$ cat config.mk
export PLATFORM = sky130hd
export DESIGN_NAME = mips_multicycle_ctrl_flat
export DESIGN_NICKNAME = d
export VERILOG_FILES = /design/src/rtl/mips_ctrl_pkg.sv /design/src/rtl/mips_multicycle_ctrl_if.sv /design/src/rtl/mips_mc_outdec.sv /design/src/rtl/mips_multicycle_ctrl.sv /design/src/flat_wrapper.sv
export SDC_FILE = /design/constraint.sdc
export NUM_CORES = 1
export LEC_CHECK = 0
export CAP_MARGIN = 40
export CELL_PAD_IN_SITES_DETAIL_PLACEMENT = 1
export CELL_PAD_IN_SITES_GLOBAL_PLACEMENT = 1
export CORE_MARGIN = 2
export CORE_UTILIZATION = 30
export CTS_BUF_LIST = sky130_fd_sc_hd__clkbuf_8
export DETAILED_ROUTE_END_ITERATION = 8
export PLACE_DENSITY = 0.86
export REMOVE_ABC_BUFFERS = 1
export SLEW_MARGIN = 20
export SYNTH_ARGS = -nofsm -noshare
export SYNTH_HDL_FRONTEND = slang
export SYNTH_HIERARCHICAL = 1
export SYNTH_SLANG_ARGS = --single-unit
$ cat constraint.sdc
create_clock -name clk -period 1.81 [get_ports clk]
set_clock_uncertainty 0.2 [all_clocks]
set_input_delay 0.2715 -clock clk [delete_from_list [all_inputs] [get_ports clk]]
set_output_delay 0.2715 -clock clk [all_outputs]
set_load 0.05 [all_outputs]
$ cat src/rtl/mips_ctrl_pkg.sv
// Shared encodings for the multi-cycle MIPS main control FSM.
package mips_ctrl_pkg;

    localparam int unsigned OPCODE_W = 6;
    localparam int unsigned SEL_W    = 2;
    localparam int unsigned STATE_W  = 4;

    typedef enum logic [STATE_W-1:0] {
        S_FETCH  = 4'd0,
        S_DECODE = 4'd1,
        S_MEMADR = 4'd2,
        S_MEMRD  = 4'd3,
        S_MEMWB  = 4'd4,
        S_MEMWR  = 4'd5,
        S_EXEC   = 4'd6,
        S_ALUWB  = 4'd7,
        S_BRANCH = 4'd8,
        S_ADDIEX = 4'd9,
        S_ADDIWB = 4'd10,
        S_JUMP   = 4'd11
    } state_t;

    localparam logic [OPCODE_W-1:0] OP_RTYPE = 6'b000000;
    localparam logic [OPCODE_W-1:0] OP_LW    = 6'b100011;
    localparam logic [OPCODE_W-1:0] OP_SW    = 6'b101011;
    localparam logic [OPCODE_W-1:0] OP_BEQ   = 6'b000100;
    localparam logic [OPCODE_W-1:0] OP_ADDI  = 6'b001000;
    localparam logic [OPCODE_W-1:0] OP_J     = 6'b000010;

    localparam logic [SEL_W-1:0] ALUOP_ADD   = 2'b00;
    localparam logic [SEL_W-1:0] ALUOP_SUB   = 2'b01;
    localparam logic [SEL_W-1:0] ALUOP_FUNCT = 2'b10;

    localparam logic [SEL_W-1:0] SRCB_B      = 2'b00;
    localparam logic [SEL_W-1:0] SRCB_FOUR   = 2'b01;
    localparam logic [SEL_W-1:0] SRCB_IMM    = 2'b10;
    localparam logic [SEL_W-1:0] SRCB_IMMSH2 = 2'b11;

    localparam logic [SEL_W-1:0] PCSRC_ALU    = 2'b00;
    localparam logic [SEL_W-1:0] PCSRC_ALUOUT = 2'b01;
    localparam logic [SEL_W-1:0] PCSRC_JUMP   = 2'b10;

endpackage

$ cat src/rtl/mips_multicycle_ctrl_if.sv
// Control/status bundle between the main control FSM (master) and the datapath (slave).
interface mips_multicycle_ctrl_if;
    import mips_ctrl_pkg::*;

    logic [OPCODE_W-1:0] Opcode;
    logic                Zero;
    logic                MemReady;
    logic                MemReq;
    logic                IorD;
    logic                MemWrite;
    logic                IRWrite;
    logic                PCWrite;
    logic                RegDst;
    logic                MemtoReg;
    logic                RegWrite;
    logic                ALUSrcA;
    logic [SEL_W-1:0]    ALUSrcB;
    logic [SEL_W-1:0]    ALUOp;
    logic [SEL_W-1:0]    PCSrc;
    logic                IllegalOp;

    modport master (
        input  Opcode, Zero, MemReady,
        output MemReq, IorD, MemWrite, IRWrite, PCWrite, RegDst, MemtoReg,
               RegWrite, ALUSrcA, ALUSrcB, ALUOp, PCSrc, IllegalOp
    );

    modport slave (
        output Opcode, Zero, MemReady,
        input  MemReq, IorD, MemWrite, IRWrite, PCWrite, RegDst, MemtoReg,
               RegWrite, ALUSrcA, ALUSrcB, ALUOp, PCSrc, IllegalOp
    );
endinterface

$ cat src/rtl/mips_mc_outdec.sv
// Moore output decode for the main control FSM; FETCH and BRANCH write-enables are
// qualified by the memory handshake and the ALU zero flag respectively.
module mips_mc_outdec
    import mips_ctrl_pkg::*;
(
    input  state_t           state,
    input  logic             zero,
    input  logic             mem_ready,
    output logic             mem_req,
    output logic             iord,
    output logic             mem_write,
    output logic             ir_write,
    output logic             pc_write,
    output logic             reg_dst,
    output logic             mem_to_reg,
    output logic             reg_write,
    output logic             alu_src_a,
    output logic [SEL_W-1:0] alu_src_b,
    output logic [SEL_W-1:0] alu_op,
    output logic [SEL_W-1:0] pc_src
);

    always_comb begin
        mem_req    = 1'b0;
        iord       = 1'b0;
        mem_write  = 1'b0;
        ir_write   = 1'b0;
        pc_write   = 1'b0;
        reg_dst    = 1'b0;
        mem_to_reg = 1'b0;
        reg_write  = 1'b0;
        alu_src_a  = 1'b0;
        alu_src_b  = SRCB_B;
        alu_op     = ALUOP_ADD;
        pc_src     = PCSRC_ALU;
        case (state)
            S_FETCH: begin
                mem_req   = 1'b1;
                alu_src_b = SRCB_FOUR;
                ir_write  = mem_ready;
                pc_write  = mem_ready;
            end
            S_DECODE: alu_src_b = SRCB_IMMSH2;
            S_MEMADR, S_ADDIEX: begin
                alu_src_a = 1'b1;
                alu_src_b = SRCB_IMM;
            end
            S_MEMRD: begin
                mem_req = 1'b1;
                iord    = 1'b1;
            end
            S_MEMWB: begin
                mem_to_reg = 1'b1;
                reg_write  = 1'b1;
            end
            S_MEMWR: begin
                mem_req   = 1'b1;
                iord      = 1'b1;
                mem_write = 1'b1;
            end
            S_EXEC: begin
                alu_src_a = 1'b1;
                alu_op    = ALUOP_FUNCT;
            end
            S_ALUWB: begin
                reg_dst   = 1'b1;
                reg_write = 1'b1;
            end
            S_BRANCH: begin
                alu_src_a = 1'b1;
                alu_op    = ALUOP_SUB;
                pc_src    = PCSRC_ALUOUT;
                pc_write  = zero;
            end
            S_ADDIWB: reg_write = 1'b1;
            S_JUMP: begin
                pc_src   = PCSRC_JUMP;
                pc_write = 1'b1;
            end
            default: ;
        endcase
    end

endmodule

$ cat src/rtl/mips_multicycle_ctrl.sv
// Main control FSM for the multi-cycle MIPS datapath: sequences each instruction
// and stalls on the memory-ready handshake.
module mips_multicycle_ctrl
    import mips_ctrl_pkg::*;
(
    input  logic                   clk,
    input  logic                   rst_n,
    mips_multicycle_ctrl_if.master bus
);

    state_t state;
    state_t state_nxt;
    logic   is_load;
    logic   illegal_c;
    logic   ready_gated_c;

    // State register
    always_ff @(posedge clk or negedge rst_n) begin
        if (!rst_n) state <= S_FETCH;
        else        state <= state_nxt;
    end

    // Opcode is only valid in DECODE, so remember lw vs sw for MEMADR
    always_ff @(posedge clk or negedge rst_n) begin
        if (!rst_n)                 is_load <= 1'b0;
        else if (state == S_DECODE) is_load <= (bus.Opcode == OP_LW);
    end

    // Next-state logic
    always_comb begin
        state_nxt = state;
        illegal_c = 1'b0;
        case (state)
            S_FETCH:  if (bus.MemReady) state_nxt = S_DECODE;
            S_DECODE: begin
                case (bus.Opcode)
                    OP_LW, OP_SW: state_nxt = S_MEMADR;
                    OP_RTYPE:     state_nxt = S_EXEC;
                    OP_BEQ:       state_nxt = S_BRANCH;
                    OP_ADDI:      state_nxt = S_ADDIEX;
                    OP_J:         state_nxt = S_JUMP;
                    default: begin
                        state_nxt = S_FETCH;
                        illegal_c = 1'b1;
                    end
                endcase
            end
            S_MEMADR: state_nxt = is_load ? S_MEMRD : S_MEMWR;
            S_MEMRD:  if (bus.MemReady) state_nxt = S_MEMWB;
            S_MEMWR:  if (bus.MemReady) state_nxt = S_FETCH;
            S_EXEC:   state_nxt = S_ALUWB;
            S_ADDIEX: state_nxt = S_ADDIWB;
            default:  state_nxt = S_FETCH;
        endcase
    end

    // During reset FETCH must not complete, so hide MemReady from the decode
    assign ready_gated_c = bus.MemReady & rst_n;
    assign bus.IllegalOp = illegal_c;

    mips_mc_outdec u_outdec (
        .state      (state),
        .zero       (bus.Zero),
        .mem_ready  (ready_gated_c),
        .mem_req    (bus.MemReq),
        .iord       (bus.IorD),
        .mem_write  (bus.MemWrite),
        .ir_write   (bus.IRWrite),
        .pc_write   (bus.PCWrite),
        .reg_dst    (bus.RegDst),
        .mem_to_reg (bus.MemtoReg),
        .reg_write  (bus.RegWrite),
        .alu_src_a  (bus.ALUSrcA),
        .alu_src_b  (bus.ALUSrcB),
        .alu_op     (bus.ALUOp),
        .pc_src     (bus.PCSrc)
    );

endmodule

$ cat src/flat_wrapper.sv
// flat-port wrapper written by rule: the top's interface ports become plain ports
module mips_multicycle_ctrl_flat import mips_ctrl_pkg::*;
  (clk, rst_n, bus_Opcode, bus_Zero, bus_MemReady, bus_MemReq, bus_IorD, bus_MemWrite, bus_IRWrite, bus_PCWrite, bus_RegDst, bus_MemtoReg, bus_RegWrite, bus_ALUSrcA, bus_ALUSrcB, bus_ALUOp, bus_PCSrc, bus_IllegalOp);
  mips_multicycle_ctrl_if bus_i ();
  input  logic clk;
  input  logic rst_n;
  input wire logic [$bits(bus_i.Opcode)-1:0] bus_Opcode;
  input wire logic [$bits(bus_i.Zero)-1:0] bus_Zero;
  input wire logic [$bits(bus_i.MemReady)-1:0] bus_MemReady;
  output wire logic [$bits(bus_i.MemReq)-1:0] bus_MemReq;
  output wire logic [$bits(bus_i.IorD)-1:0] bus_IorD;
  output wire logic [$bits(bus_i.MemWrite)-1:0] bus_MemWrite;
  output wire logic [$bits(bus_i.IRWrite)-1:0] bus_IRWrite;
  output wire logic [$bits(bus_i.PCWrite)-1:0] bus_PCWrite;
  output wire logic [$bits(bus_i.RegDst)-1:0] bus_RegDst;
  output wire logic [$bits(bus_i.MemtoReg)-1:0] bus_MemtoReg;
  output wire logic [$bits(bus_i.RegWrite)-1:0] bus_RegWrite;
  output wire logic [$bits(bus_i.ALUSrcA)-1:0] bus_ALUSrcA;
  output wire logic [$bits(bus_i.ALUSrcB)-1:0] bus_ALUSrcB;
  output wire logic [$bits(bus_i.ALUOp)-1:0] bus_ALUOp;
  output wire logic [$bits(bus_i.PCSrc)-1:0] bus_PCSrc;
  output wire logic [$bits(bus_i.IllegalOp)-1:0] bus_IllegalOp;
  assign bus_i.Opcode = bus_Opcode;
  assign bus_i.Zero = bus_Zero;
  assign bus_i.MemReady = bus_MemReady;
  assign bus_MemReq = bus_i.MemReq;
  assign bus_IorD = bus_i.IorD;
  assign bus_MemWrite = bus_i.MemWrite;
  assign bus_IRWrite = bus_i.IRWrite;
  assign bus_PCWrite = bus_i.PCWrite;
  assign bus_RegDst = bus_i.RegDst;
  assign bus_MemtoReg = bus_i.MemtoReg;
  assign bus_RegWrite = bus_i.RegWrite;
  assign bus_ALUSrcA = bus_i.ALUSrcA;
  assign bus_ALUSrcB = bus_i.ALUSrcB;
  assign bus_ALUOp = bus_i.ALUOp;
  assign bus_PCSrc = bus_i.PCSrc;
  assign bus_IllegalOp = bus_i.IllegalOp;
  mips_multicycle_ctrl u_core (.clk(clk), .rst_n(rst_n), .bus(bus_i));
endmodule
==> results of run 1 <==
[metrics by stage]
| stage | setup slack (ns) | utilization, % | hold slack [ns] | instances | instance area [um2] |
|---|---|---|---|---|---|
| CTS | -0.151 | 72.3 | 0.149 | 161 | 1420 |
| floorplan | -1.50 | - | -0.224 | 76 | 583 |
| global placement | -0.188 | 61.4 | 0.363 | 150 | 1200 |
| detailed placement | -0.357 | 61.4 | 0.371 | 150 | 1200 |
[timing repair]
action	in CTS
resized for setup	32
setup buffers	7
pin swaps	6
setup endpoints to repair	17
cloned	0
[cells by family after synthesis]
kind of cell           after synthesis  synth area share, %
buffers and inverters                9                 8.96
AND/OR/NAND/NOR                     44                 44.2
XOR/XNOR                             3                 4.18
AO/OA/AOI/OAI                       20                 20.3
multiplexers                         1                 2.39
flip-flops                           5                 19.9
==> impl_metrics.yaml, run 1 <==
global_routing:
  grt_max_degree: 11
  antenna_found_initial: 0
die:
  rows: 16
  die_h_um: 49.8
  start_util_pct: 32.0
  fp.dieW_um: 49.8
  ios: 26
clock_tree:
  htreeDepth: 1
  root_buffer: "clkbuf_8"
  ctsHoldBuffers: 0
  clk_path_buf_depth: 2
  tritoncts.num_buffers: 3
  cts_sinks: 5
synthesis:
  synth_edf_count: 0
  synth.ff_latch_count: 5
  synth_cell_types: 39
  async_flop_share_pct: 100
  synth_top_area_share_pct: 19.9
  synth.area.top_cells: "dfrtp_1, nand2b_1, nor3_1"
  yosysWarnings: 6
  synth-main-ff-cell: "dfrtp_1"
  yosys.area.top_type: "dfrtp_1"
  ys_seq_area_share_pct: 19.9
  yosysMostFrequentCell: "nor2_1"
  synthCells: 82
  postSynthAreaPerCell_um2: 7.66
  syn-cell-area_um2: 628
  ys_top_cells_by_count: "nor2_1, nand2b_1, nor3_1, o21ai_0, dfrtp_1"
placed_design:
  dp.final_hpwl_um: 2130
  portBuffers: 25
  gp_congestion: 0.749
timing:
  postGrtWorstEndpoint: "bus_PCWrite"
  worstEpCategory: "output port"
status:
  error: "[ERROR DPL-0033] detailed placement checks failed during check placement."
  stop_stage: "5_1_grt"
  status: "aborted with a tool error"
==> run 2: changes to the inputs <==
- CELL_PAD_IN_SITES_DETAIL_PLACEMENT: 1 -> not set
- CELL_PAD_IN_SITES_GLOBAL_PLACEMENT: 1 -> not set
- CORE_AREA: not set -> 2 2 63 65
- CORE_MARGIN: 2 -> not set
- CORE_UTILIZATION: 30 -> not set
- CTS_BUF_LIST: sky130_fd_sc_hd__clkbuf_8 -> not set
- DIE_AREA: not set -> 0 0 65 67
- PLACE_DENSITY: 0.86 -> not set
- PLACE_DENSITY_LB_ADDON: not set -> 0.15
==> run 2 against run 1 <==
  * The flow now finishes, with violations (negative setup slack)
  * Area after synthesis did not move
  * Synthesized cell count did not move
==> impl_metrics.yaml, run 2 <==
status:
  status: "finished with violations"
  violations: "negative setup slack"
synthesis:
  ys_top_cells_by_count: "nor2_1, nand2b_1, nor3_1, o21ai_0, dfrtp_1"
  synth_edf_count: 0
  synthCells: 82
  yosys.area.top_type: "dfrtp_1"
  ys_seq_area_share_pct: 19.9
  synth.ff_latch_count: 5
  synth_top_area_share_pct: 19.9
  synth_cell_types: 39
  postSynthAreaPerCell_um2: 7.66
  syn-cell-area_um2: 628
  yosysWarnings: 6
  synth-main-ff-cell: "dfrtp_1"
  synth.area.top_cells: "dfrtp_1, nand2b_1, nor3_1"
  yosysMostFrequentCell: "nor2_1"
  async_flop_share_pct: 100
setup_path:
  worstPathRequired_ns: 1.34
  ff2ff_path_depth: 5
  cp_data_arrival_time_ns: 1.44
  start_kind: "flop"
  critPathKind: "reg -> out"
  startpoint: "u_core/state[2]"
  cp-end-kind: "primary output"
  r2r-start: "u_core/state[1]"
  cp_max_fo: 6
timing:
  fmax_ghz: 0.524
  hold_viol_final: 0
  worst_pin_slew_ns: 0.270
  setup_tns_ns: -0.322
  rsz0062_at_grt: "yes"
  slew_headroom_pct: 81.8
  finalSetupViolations: 7
  finalCritPeriodShare_pct: 105
  timing_max_transition_violations_final: 0
  layout_setup_ws_ns: -0.0966
  fin_crit_ns: 1.91
global_routing:
  grt_pass1_wl_um: 3480
  grt_max_degree: 12
  grt_pass1_vias: 806
  track_usage_pct: 10.4
  grt-ovfl-total: 0
  met3_usage_pct: 2.87
  busiest_layer: "met2"
  global_route.usage.met1_pct: 9.80
  use_met2_pct: 21.3
  antenna_found_initial: 0
clock_tree:
  cts_sinks: 5
  root_buffer: "clkbuf_8"
  htreeDepth: 1
  clk_path_buf_depth: 2
  cts_tree: "done"
  clock_latency_ns: 0.22
  clk_pin_slew_ns: 0.03
  tritoncts.num_buffers: 3
die:
  ios: 26
  rows: 22
  fp.dieW_um: 65
  fp.dieArea_um2: 4360
  coreArea_um2: 3610
  start_util_pct: 17.4
  die_h_um: 67
power_and_ir_drop:
  power.leakage_nw: 0.659
  vdd_ir_drop_max_uv: 634
  p_per_area_nw_per_um2: 1320
finish:
  final_core_util_pct: 42.8
  largest_reg_flops: 4
  final_common_cell: "buf_4"
  area_delta_synth_final_pct: 146
  num-nets-final: 153
  reg.largest.list: "u_core/state: 4 flops, u_core/is_load: 1 flops"
  most-common-layout-cells: "buf_4, buf_12, buf_6"
  drive_gt1_share_pct: 62.0
  top_register: "u_core/state"
  antenna_cells: 0
drt:
  via_per_inst: 4.26
  via_count: 809
  drc: 0
  drt_pass1_iterations: 3
  ant_nets: 0
  routedWlPerCell_um: 11.2
  first_iter_violations: 18
  drt-total-wl_um: 2130
flow_run:
  drv_cap: 0
placed_design:
  gp_congestion: 0.697
  portBuffers: 25
min_path:
  hold_path.class: "in -> async"
-- run 2: routing by layer --
layer,wire length [um],vias to the layer above
met5,0,-
met4,0,0
met3,129,0
met2,1260,25
met1,735,368
li1,-,416
-- run 2: final timing paths --
check	slack, ns	to
worst max-delay path	-0.1	bus_IllegalOp
worst min-delay path	0.33	u_core/state[1]
worst min register to register	0.37	u_core/is_load
max in group asynchronous	0.96	u_core/state[2]
min in group clk	0.37	u_core/is_load
worst max register to register	0.03	u_core/state[0]
-- run 2: timing repair --
action / CTS / global route
hold endpoints to repair: 0 / 5
setup endpoints to repair: 15 / 15
hold buffers: 0 / 1
resized for setup: 17 / 29
pin swaps: 2 / 10
setup buffers: 4 / 5
-- run 2: layout make-up --
| class | instances | area (um2) |
|---|---|---|
| Sequential cell | 5 | 130 |
| Multi-Input combinational cell | 68 | 581 |
| Clock buffer | 4 | 45.0 |
| Inverter | 3 | 11.3 |
| Tap cell | 48 | 60.1 |
| Timing Repair Buffer | 62 | 716 |
| Fill cell | 358 | 2060 |
-- run 2: cells by family (layout without fill, tap and decap cells) --
group	Yosys count	count (layout)	synth area share, %
xor gates and xnor gates	3	3	4.18
DFF	5	5	19.9
buffers and inverters	9	69	8.96
AOI/OAI and AO/OA	20	20	20.3
and+or+nand+nor	44	44	44.2
muxes	1	1	2.39
-- run 2: where the power goes --
part / switching (W) / internal [W]
Combinational: 0.000793 / 0.000839
Clock: 0.0000487 / 0.000151
Sequential: 0.0000634 / 0.000143
-- run 2: through the flow --
| stage | hold slack, ns | area, um2 | cells | power, W | setup WS [ns] |
|---|---|---|---|---|---|
| after floorplan | -0.224 | 583 | 76 | 0.000879 | -1.50 |
| after global placement | 0.367 | 1260 | 177 | 0.00158 | -0.226 |
| after detailed placement | 0.363 | 1260 | 177 | 0.00159 | -0.226 |
| after CTS | 0.155 | 1380 | 185 | 0.00189 | -0.145 |
| after global routing | 0.351 | 1540 | 190 | 0.00215 | -0.154 |
| final | 0.328 | 1540 | 190 | 0.00204 | -0.0966 |
-- run 2: critical path: stages (launching register included) --
cell     delay [ns]
dfrtp_2        0.47
nor4b_4        0.26
buf_4          0.17
and3_4         0.19
buf_12         0.13
No activity file was read; power rests on OpenSTA's default activity.
